## config.mk

```make
export PLATFORM = sky130hd
export DESIGN_NAME = control_sequencer_flat
export DESIGN_NICKNAME = d
export VERILOG_FILES = /design/src/rtl/control_sequencer_if.sv /design/src/rtl/control_sequencer.sv /design/src/flat_wrapper.sv
export SDC_FILE = /design/constraint.sdc
export NUM_CORES = 1
export LEC_CHECK = 0
export ABC_AREA = 1
export BUFFER_PORTS_ARGS = -buffer_cell sky130_fd_sc_hd__buf_4
export CELL_PAD_IN_SITES_DETAIL_PLACEMENT = 2
export CELL_PAD_IN_SITES_GLOBAL_PLACEMENT = 2
export CORE_UTILIZATION = 32
export CTS_BUF_LIST = sky130_fd_sc_hd__clkbuf_2 sky130_fd_sc_hd__clkbuf_4 sky130_fd_sc_hd__clkbuf_8
export DETAILED_ROUTE_END_ITERATION = 8
export GPL_TIMING_DRIVEN = 0
export PLACE_DENSITY = 0.83
export SYNTH_ARGS = -nofsm -noshare
export SYNTH_HDL_FRONTEND = slang
export SYNTH_SLANG_ARGS = --single-unit
```

## constraint.sdc

```tcl
create_clock -name clk -period 1.8 [get_ports clk]
set_input_delay 0.36 -clock clk [delete_from_list [all_inputs] [get_ports clk]]
set_output_delay 0.36 -clock clk [all_outputs]
set_load 0.05 [all_outputs]
```

## src/rtl/control_sequencer_if.sv

```systemverilog
// control_sequencer_if: IR opcode into the sequencer; T-state, halt and register bus strobes out of it (master = sequencer, slave = datapath)
interface control_sequencer_if;
  logic [3:0] opcode;
  logic [5:0] t_state;
  logic       halt, pc_inc, pc_rd, mar_wr, ram_rd, ir_wr, ir_rd, a_wr, a_rd, b_wr, alu_rd, sub, out_wr;
  modport master (
    input  opcode,
    output t_state, halt, pc_inc, pc_rd, mar_wr, ram_rd, ir_wr, ir_rd, a_wr, a_rd, b_wr, alu_rd, sub, out_wr
  );
  modport slave (
    output opcode,
    input  t_state, halt, pc_inc, pc_rd, mar_wr, ram_rd, ir_wr, ir_rd, a_wr, a_rd, b_wr, alu_rd, sub, out_wr
  );
endinterface

```

## src/rtl/control_sequencer.sv

```systemverilog
// control_sequencer: falling-edge six-T-state microcode sequencer; ports clk, clr (async active-high reset), bus (master: opcode in, t_state/halt/strobes out)
module control_sequencer #(
  parameter logic [3:0] OPC_LDA = 4'b0000,
  parameter logic [3:0] OPC_ADD = 4'b0001,
  parameter logic [3:0] OPC_SUB = 4'b0010,
  parameter logic [3:0] OPC_OUT = 4'b1110,
  parameter logic [3:0] OPC_HLT = 4'b1111
) (
  input logic clk,
  input logic clr,
  control_sequencer_if.master bus
);
  typedef enum logic [2:0] {T1, T2, T3, T4, T5, T6, HALT} state_t;
  localparam int PC_INC = 11, PC_RD = 10, MAR_WR = 9, RAM_RD = 8, IR_WR = 7, IR_RD = 6;
  localparam int A_WR = 5, A_RD = 4, B_WR = 3, ALU_RD = 2, SUB_SEL = 1, OUT_WR = 0;
  state_t      state, nxt;
  logic [3:0]  op, op_nxt;
  logic        is_hlt;
  logic [18:0] outs;
  function automatic logic [18:0] decode(state_t s, logic [3:0] o);
    logic [11:0] c;
    c = '0;
    case (s)
      T1: begin c[PC_RD] = 1'b1; c[MAR_WR] = 1'b1; end
      T2: c[PC_INC] = 1'b1;
      T3: begin c[RAM_RD] = 1'b1; c[IR_WR] = 1'b1; end
      T4: case (o)
        OPC_LDA, OPC_ADD, OPC_SUB: begin c[IR_RD] = 1'b1; c[MAR_WR] = 1'b1; end
        OPC_OUT: begin c[A_RD] = 1'b1; c[OUT_WR] = 1'b1; end
        default: ;
      endcase
      T5: case (o)
        OPC_LDA: begin c[RAM_RD] = 1'b1; c[A_WR] = 1'b1; end
        OPC_ADD, OPC_SUB: begin c[RAM_RD] = 1'b1; c[B_WR] = 1'b1; c[SUB_SEL] = (o == OPC_SUB); end
        default: ;
      endcase
      T6: case (o)
        OPC_ADD, OPC_SUB: begin c[ALU_RD] = 1'b1; c[A_WR] = 1'b1; c[SUB_SEL] = (o == OPC_SUB); end
        default: ;
      endcase
      default: ;
    endcase
    return {s == HALT, s == HALT ? 6'b0 : 6'b1 << s, c};
  endfunction
  always_comb begin
    case (bus.opcode)
      OPC_HLT: is_hlt = 1'b1;
      default: is_hlt = 1'b0;
    endcase
    op_nxt = state == T3 ? bus.opcode : op;
    nxt = state == HALT ? HALT :
          state == T3   ? (is_hlt ? HALT : T4) :
          state == T6   ? T1 : state_t'(state + 3'd1);
  end
  always_ff @(negedge clk or posedge clr)
    if (clr) begin
      state <= T1;
      op    <= 4'b0;
      outs  <= decode(T1, 4'b0);
    end else begin
      state <= nxt;
      op    <= op_nxt;
      outs  <= decode(nxt, op_nxt);
    end
  assign {bus.halt, bus.t_state, bus.pc_inc, bus.pc_rd, bus.mar_wr, bus.ram_rd, bus.ir_wr, bus.ir_rd,
          bus.a_wr, bus.a_rd, bus.b_wr, bus.alu_rd, bus.sub, bus.out_wr} = outs;
endmodule

```

## src/flat_wrapper.sv

```systemverilog
// flat-port wrapper written by rule: the top's interface ports become plain ports
module control_sequencer_flat 
#(
  parameter logic [3:0] OPC_LDA = 4'b0000,
  parameter logic [3:0] OPC_ADD = 4'b0001,
  parameter logic [3:0] OPC_SUB = 4'b0010,
  parameter logic [3:0] OPC_OUT = 4'b1110,
  parameter logic [3:0] OPC_HLT = 4'b1111
)
  (clk, clr, bus_opcode, bus_t_state, bus_halt, bus_pc_inc, bus_pc_rd, bus_mar_wr, bus_ram_rd, bus_ir_wr, bus_ir_rd, bus_a_wr, bus_a_rd, bus_b_wr, bus_alu_rd, bus_sub, bus_out_wr);
  control_sequencer_if bus_i ();
  input logic clk;
  input logic clr;
  input wire logic [$bits(bus_i.opcode)-1:0] bus_opcode;
  output wire logic [$bits(bus_i.t_state)-1:0] bus_t_state;
  output wire logic [$bits(bus_i.halt)-1:0] bus_halt;
  output wire logic [$bits(bus_i.pc_inc)-1:0] bus_pc_inc;
  output wire logic [$bits(bus_i.pc_rd)-1:0] bus_pc_rd;
  output wire logic [$bits(bus_i.mar_wr)-1:0] bus_mar_wr;
  output wire logic [$bits(bus_i.ram_rd)-1:0] bus_ram_rd;
  output wire logic [$bits(bus_i.ir_wr)-1:0] bus_ir_wr;
  output wire logic [$bits(bus_i.ir_rd)-1:0] bus_ir_rd;
  output wire logic [$bits(bus_i.a_wr)-1:0] bus_a_wr;
  output wire logic [$bits(bus_i.a_rd)-1:0] bus_a_rd;
  output wire logic [$bits(bus_i.b_wr)-1:0] bus_b_wr;
  output wire logic [$bits(bus_i.alu_rd)-1:0] bus_alu_rd;
  output wire logic [$bits(bus_i.sub)-1:0] bus_sub;
  output wire logic [$bits(bus_i.out_wr)-1:0] bus_out_wr;
  assign bus_i.opcode = bus_opcode;
  assign bus_t_state = bus_i.t_state;
  assign bus_halt = bus_i.halt;
  assign bus_pc_inc = bus_i.pc_inc;
  assign bus_pc_rd = bus_i.pc_rd;
  assign bus_mar_wr = bus_i.mar_wr;
  assign bus_ram_rd = bus_i.ram_rd;
  assign bus_ir_wr = bus_i.ir_wr;
  assign bus_ir_rd = bus_i.ir_rd;
  assign bus_a_wr = bus_i.a_wr;
  assign bus_a_rd = bus_i.a_rd;
  assign bus_b_wr = bus_i.b_wr;
  assign bus_alu_rd = bus_i.alu_rd;
  assign bus_sub = bus_i.sub;
  assign bus_out_wr = bus_i.out_wr;
  control_sequencer #(.OPC_LDA(OPC_LDA), .OPC_ADD(OPC_ADD), .OPC_SUB(OPC_SUB), .OPC_OUT(OPC_OUT), .OPC_HLT(OPC_HLT)) u_core (.clk(clk), .clr(clr), .bus(bus_i));
endmodule
```

# Word-level counts from Yosys, hierarchy flattened
# Index checks and enable logic that the tools add are counted.
[op_classes] addsub=1 n_eq_ne=13 shifts=1 mux=24 reduce_logical=4
[ops] cell="$eq 3x3->1 const B" n=5
[ops] cell="$mux 1" n=13
[ops] cell="$mux 3" n=4
[ops] cell="$eq 3x2->1 const B" n=3
[ops] cell="$eq 4x4->1 const B" n=2
[ops] cell="$pmux 1 s2" n=4
[ops] cell="$mux 6" n=1
[ops] cell="$shl 1x3->6 const A" n=1
[ops] cell="$eq 4x1->1 const B" n=1
[ops] cell="$eq 4x2->1 const B" n=1
[ops] cell="$logic_not 4->1" n=1
[ops] cell="$mux 4" n=1
[ops] cell="$add 3x1->3 const B" n=1
[ops] cell="$eq 3x1->1 const B" n=1
[ops] cell="$logic_not 3->1" n=1
[ops] cell="$reduce_or 3->1" n=1
[ops] cell="$mux 2" n=1
[ops] cell="$reduce_or 2->1" n=1
[word_totals] ff_bits=26 in_bits=6 output_inout_bits=19 word_cells=46

# Logic depth before layout (Yosys ltp)
# Gate-level depths: netlist (run 1).
[logic_depth] depth_word=7 depth_mapped=8

==> results_dict.tcl, run 1 <==
set metrics [dict create \
    status "finished with violations" \
    failed_checks "design-rule violations, negative setup slack" \
    ir_drop_mv 0.6376 \
    gp_congestion 0.7221 \
    setup_viol 19 \
    cts-root-buf "clkbuf_4" \
    vias_per_cell 4.852 \
    cts_num_sinks 23 \
    antenna_found_initial 0 \
    clock_skew_ps 73.54 \
    finalPower_w 0.002630 \
    whs_path_depth 1 \
    hold_class "reg2reg" \
    p_sw_frac 0.5049 \
    wl_met3_um 68 \
    start_util 0.3430 \
    clkTransAtPathRegs_ps 90 \
    syn-instance-count 102 \
    relSlewSlack 0.4387 \
    pre_cts_ws_ps -281.3 \
    grt_max_degree 24 \
    synth.distinct_cells 17 \
    syn-num-nets 108 \
    nFillCells 304 \
    hp-start "u_core.state[2]" \
    track_usage 0.1711 \
    ant_nets 0 \
    grt_pass1_vias 820 \
    combPwrFrac 0.566 \
    layout_commonest_cell "dfrtn_1" \
    required_ps 1440 \
    port_buffers 24 \
    wl_per_cell_um 14.43 \
    die_x_um 56.84 \
    holdPathEnd "u_core.outs[11]" \
    synth_warnings 0 \
    wl_met2_um 1269 \
    drv_cap 0 \
    hold_buffers 0 \
    core_sq_um 2805 \
    cp_num_buf_inv 2 \
    r2r_slack_ps 260 \
    p_per_area_nw_per_um2 2006 \
    start_kind "flip-flop" \
    top_layer "met4" \
    nets 138 \
    clockBufferDepth 2 \
    synth_area_leaders "dfrtn_1 (55%), nand2_1 (7.8%), inv_1 (6.6%)" \
    post-route-drc-count 7 \
    ys_seq_area_frac 0.6008 \
    die_h_um 56.84 \
    worst_pin_slew_ps 841.0 \
    worst_r2r_path_depth 7 \
    switchingPower_w 0.001328 \
    clock_latency_ps 380 \
    crit_path_end_kind "output pin" \
    cp_cell_sequence "buf_8 -> buf_8" \
    met1_length_um 956 \
    dr.pass1.iters 5 \
    diodes 0 \
    hold_viol 0 \
    grt_overflow 0 \
    crit_family "flip-flops" \
    final_cell_mix "dfrtn_1 (21), nand2_1 (19), inv_1 (18)" \
    r2r-start "u_core.state[1]" \
    r2r_end "u_core.outs[5]" \
    place_area_sq_um 1196 \
    critical_path.startpoint "u_core.outs[12]" \
    crit_top_cell "buf_8" \
    post_cts_buffers 0 \
    p_clk_frac 0.102 \
    drive_gt1_frac 0.3817 \
    vias 786 \
    synthesis.area_sq_um 962.2 \
    leakage_nw 0.7225 \
    die-area_sq_um 3230 \
    cts_tree "yes" \
    max_stage_delay_ps 550 \
    drv_slew 0 \
    synth_top_area_cell "dfrtn_1" \
    grt_first_pass_wirelength_um 4064 \
    p_seq_frac 0.332 \
    htreeDepth 1 \
    path_class "reg2out" \
    p_int_w 0.001302 \
    area_delta_synth_final_pct 36.28 \
    path_max_fanout 2 \
    wirelength_um 2337 \
    cp.arrival_ps 2050 \
    rsz0062_at_grt "true" \
    rows 19 \
    synth_top_area_share 0.5462 \
    register_area_sq_um 578.1 \
    io-pin-count 25 \
    critPathSlowestCell "dfstp_2" \
    drt_iter0_drc 26 \
    final_area_sq_um 1311 \
    synth_area_per_cell_sq_um 9.433 \
    synth_seq_cells 23 \
    multi_input_area_sq_um 289.0 \
    cts_made_buffers 3 \
    dp_hpwl_um 1706 \
    setup_ws_ps -613.2 \
]
==> routing by layer <==
layer,GRT usage,vias to the layer above
met1,0.2041,397
met4,0.07317,0
met2,0.3027,17
met5,0,-
met3,0.02765,5
li1,-,367
==> state kept, by name, summed over array words and instances, names as in the netlist <==
signal and cells:
u_core.outs 16, u_core.state 3, u_core.op 4
==> layout make-up <==
| class | instances | share of cell area |
|---|---|---|
| Buffer | 3 | 0.02863 |
| Clock buffer | 3 | 0.01718 |
| Clock inverter | 3 | 0.008588 |
| Inverter | 19 | 0.05439 |
| Multi-Input combinational cell | 56 | 0.2204 |
| Sequential cell | 23 | 0.4408 |
| Tap cell | 31 | 0.02958 |
| Timing Repair Buffer | 24 | 0.2004 |
==> metrics by stage <==
stage	utilization	std cells	hold WS, ps	TNS (ps)
3_5_place_dp	0.4264	157	484.8	-8129
2_1_floorplan	-	102	422.9	-2947
5_1_grt	0.4674	162	498.0	-8343
4_1_cts	0.4665	162	489.6	-7727
3_3_place_gp	0.4264	157	464.4	-5595
6_report	0.4674	162	479.5	-7658
==> synth_stat cells, drive strengths merged <==
cell type / instances
nand2: 26
a21oi: 2
nand3: 7
inv: 20
nand4: 3
dfstp: 2
o21ai: 3
buf: 3
nor2: 14
dfrtn: 21
a211oi: 1
==> how the worst max path moves through the flow <==
stage / depth (start not counted) / end / slack, ps
floorplan: 1 / bus_out_wr / -370
global placement: 2 / bus_t_state[0] / -240
detailed placement: 7 / u_core.outs[5] / -280
CTS: 2 / bus_t_state[0] / -610
global route: 2 / bus_t_state[0] / -660
finish: 2 / bus_t_state[0] / -610
==> worst reg2reg max path, cell delays in order, from the launching register on <==
cell and delay, ps:
dfrtn_1 600, inv_1 140, nor2_2 170, nand3_1 100
nand2_1 100, nand2_1 90, nand4_1 140, nand2_1 60
==> kinds of logic after synthesis <==
| kind of cell | Yosys count | share of synthesized area |
|---|---|---|
| buf+inv | 23 | 0.1014 |
| compound gates | 6 | 0.04161 |
| flops | 23 | 0.6008 |
| simple gates | 50 | 0.2562 |
==> what timing repair did <==
item / 4_1_cts / 5_1_grt
endpoints found under the hold margin: 0 / 0
gates resized for setup: 22 / 1
setup endpoints to repair: 19 / 21
cloned: 0 / 0
==> power groups by stage <==
stage | Clock (W) | Sequential [W] | Combinational, W
final | 0.000270 | 0.000873 | 0.00149
after global routing | 0.000304 | 0.000896 | 0.00160
after global placement | 0.0000104 | 0.000848 | 0.00134
after floorplan | 0.0000104 | 0.00122 | 0.000636
after CTS | 0.000273 | 0.000875 | 0.00149
after detailed placement | 0.0000104 | 0.000863 | 0.00139
No activity file was read; power rests on OpenSTA's default activity.
==> run 2: changes to the inputs <==
--- a/config.mk
+++ b/config.mk
@@ -9,11 +9,12 @@
 export BUFFER_PORTS_ARGS = -buffer_cell sky130_fd_sc_hd__buf_4
 export CELL_PAD_IN_SITES_DETAIL_PLACEMENT = 2
 export CELL_PAD_IN_SITES_GLOBAL_PLACEMENT = 2
-export CORE_UTILIZATION = 32
+export CORE_UTILIZATION = 30
 export CTS_BUF_LIST = sky130_fd_sc_hd__clkbuf_2 sky130_fd_sc_hd__clkbuf_4 sky130_fd_sc_hd__clkbuf_8
 export DETAILED_ROUTE_END_ITERATION = 8
 export GPL_TIMING_DRIVEN = 0
-export PLACE_DENSITY = 0.83
+export PLACE_DENSITY = 0.79
+export RECOVER_POWER = 25
 export SYNTH_ARGS = -nofsm -noshare
 export SYNTH_HDL_FRONTEND = slang
 export SYNTH_SLANG_ARGS = --single-unit
==> run 2 against run 1 <==
Against the previous run:
- die area grew 6.4%
- largest cell class unchanged
- the run ends with negative setup slack left
- register-to-register slack got worse by 80 ps
- clock-buffer cell count unchanged
==> results_dict.tcl, run 2 (synthesis gave the netlist of run 1 again) <==
set metrics [dict create \
    relSlewSlack 0.4500 \
    vias 785 \
    drv_cap 0 \
    cp.arrival_ps 2030 \
    dp_hpwl_um 1725 \
    nets 138 \
    vias_per_cell 4.486 \
    switchingPower_w 0.001298 \
    clkTransAtPathRegs_ps 80 \
    path_max_fanout 2 \
    clockBufferDepth 2 \
    ir_drop_mv 0.4357 \
    setup_ws_ps -587.5 \
    dr.pass1.iters 2 \
    required_ps 1440 \
    status "finished with violations" \
    p_sw_frac 0.5018 \
    worst_pin_slew_ps 824.1 \
    p_per_area_nw_per_um2 1971 \
    drv_slew 0 \
    die_x_um 58.63 \
    setup_viol 19 \
    p_seq_frac 0.338 \
    ant_nets 0 \
    largest-register "u_core.outs" \
    holdWs_ps 451.9 \
    placed_cells 170 \
    hold_buffers 0 \
    hold_viol 0 \
    place_area_sq_um 1212 \
    crit_path_end_kind "output pin" \
    leakage_nw 0.7160 \
    largest_register_ffs 16 \
    post_cts_buffers 0 \
    grt_first_pass_wirelength_um 3877 \
    start_util 0.3152 \
    htreeDepth 1 \
    stdcell_count 175 \
    die_h_um 58.63 \
    hp-start "u_core.state[2]" \
    pre_cts_ws_ps -260.3 \
    final_cell_mix "nand2_1 (22), dfrtn_1 (21), inv_1 (19)" \
    hold_class "reg2reg" \
    antenna_found_initial 0 \
    post-route-drc-count 0 \
    diodes 0 \
    final_area_sq_um 1313 \
    reg.largest.list "u_core.outs x16, u_core.op x4, u_core.state x3" \
    rows 20 \
    io-pin-count 25 \
    die-area_sq_um 3437 \
    drive_gt1_frac 0.3359 \
    port_buffers 24 \
    failed_checks "negative setup slack" \
    cts_num_sinks 23 \
    path_class "reg2out" \
    combPwrFrac 0.563 \
    grt_pass1_vias 879 \
    track_usage 0.1529 \
    nFillCells 364 \
    area_delta_synth_final_pct 36.41 \
    grt_overflow 0 \
    wirelength_um 2314 \
    cts-root-buf "clkbuf_4" \
    p_clk_frac 0.100 \
    cts_made_buffers 3 \
    clock_skew_ps 68.73 \
    wl_per_cell_um 13.22 \
    r2r-start "u_core.state[1]" \
    clock_latency_ps 370 \
    grt_max_degree 24 \
    cts_tree "yes" \
    layout_commonest_cell "nand2_1" \
    rsz0062_at_grt "true" \
    start_kind "flip-flop" \
    p_int_w 0.001289 \
    core_sq_um 3053 \
    critical_path.startpoint "u_core.outs[12]" \
    drt_iter0_drc 6 \
    gp_congestion 0.7466 \
]
## run 2: worst paths after layout
path	end	slack (ps)	depth (start not counted)
worst max-delay path	bus_t_state[0]	-590	2
worst min-delay path	u_core.outs[11]	450	1
worst max register to register	u_core.outs[8]	180	7
worst min register to register	u_core.outs[11]	450	1
max in group asynchronous	u_core.state[0]	270	2
min in group asynchronous	u_core.outs[15]	990	2
## run 2: final cells by class
type	instances	area, sq um	share of cell area
Multi-Input combinational cell	56	281.5	0.2145
Timing Repair Buffer	24	255.2	0.1945
Sequential cell	23	578.1	0.4404
Clock inverter	3	11.26	0.008580
Clock buffer	3	22.52	0.01716
Buffer	3	37.54	0.02860
Inverter	19	71.32	0.05434
Tap cell	44	55.05	0.04194
## run 2: what timing repair did
action                                 in CTS  in global routing
gates resized for setup                    22                  0
endpoints found under the hold margin       0                  0
setup endpoints to repair                  19                 19
## run 2: worst max-delay path, stage by stage, from the launching register on
cell and delay, ps:
dfstp_2 540, buf_8 90, buf_8 130
## run 2: routing by layer
layer,GRT usage,part of all wire,vias to the layer above
li1,-,-,362
met1,0.1786,0.41,402
met2,0.2923,0.56,17
met3,0.006593,0.022,4
met4,0.06122,0.015,0
met5,0,0,-
## run 2: power by group through the flow
| stage | registers (W) | clock network (W) | logic, W |
|---|---|---|---|
| 6_report | 0.000874 | 0.000258 | 0.00146 |
| 5_1_grt | 0.000897 | 0.000283 | 0.00157 |
| 4_1_cts | 0.000875 | 0.000272 | 0.00150 |
| 3_5_place_dp | 0.000861 | 0.0000104 | 0.00139 |
| 3_3_place_gp | 0.000849 | 0.0000104 | 0.00134 |
| 2_1_floorplan | 0.00122 | 0.0000104 | 0.000636 |
## run 2: through the flow
step                utilization  setup TNS [ps]  total power (W)
floorplan                     -           -2947         0.001868
detailed placement       0.3971           -8212         0.002258
CTS                      0.4340           -7670         0.002644
global placement         0.3971           -5775         0.002199
global route             0.4299           -8085         0.002755
finish                   0.4299           -7459         0.002587
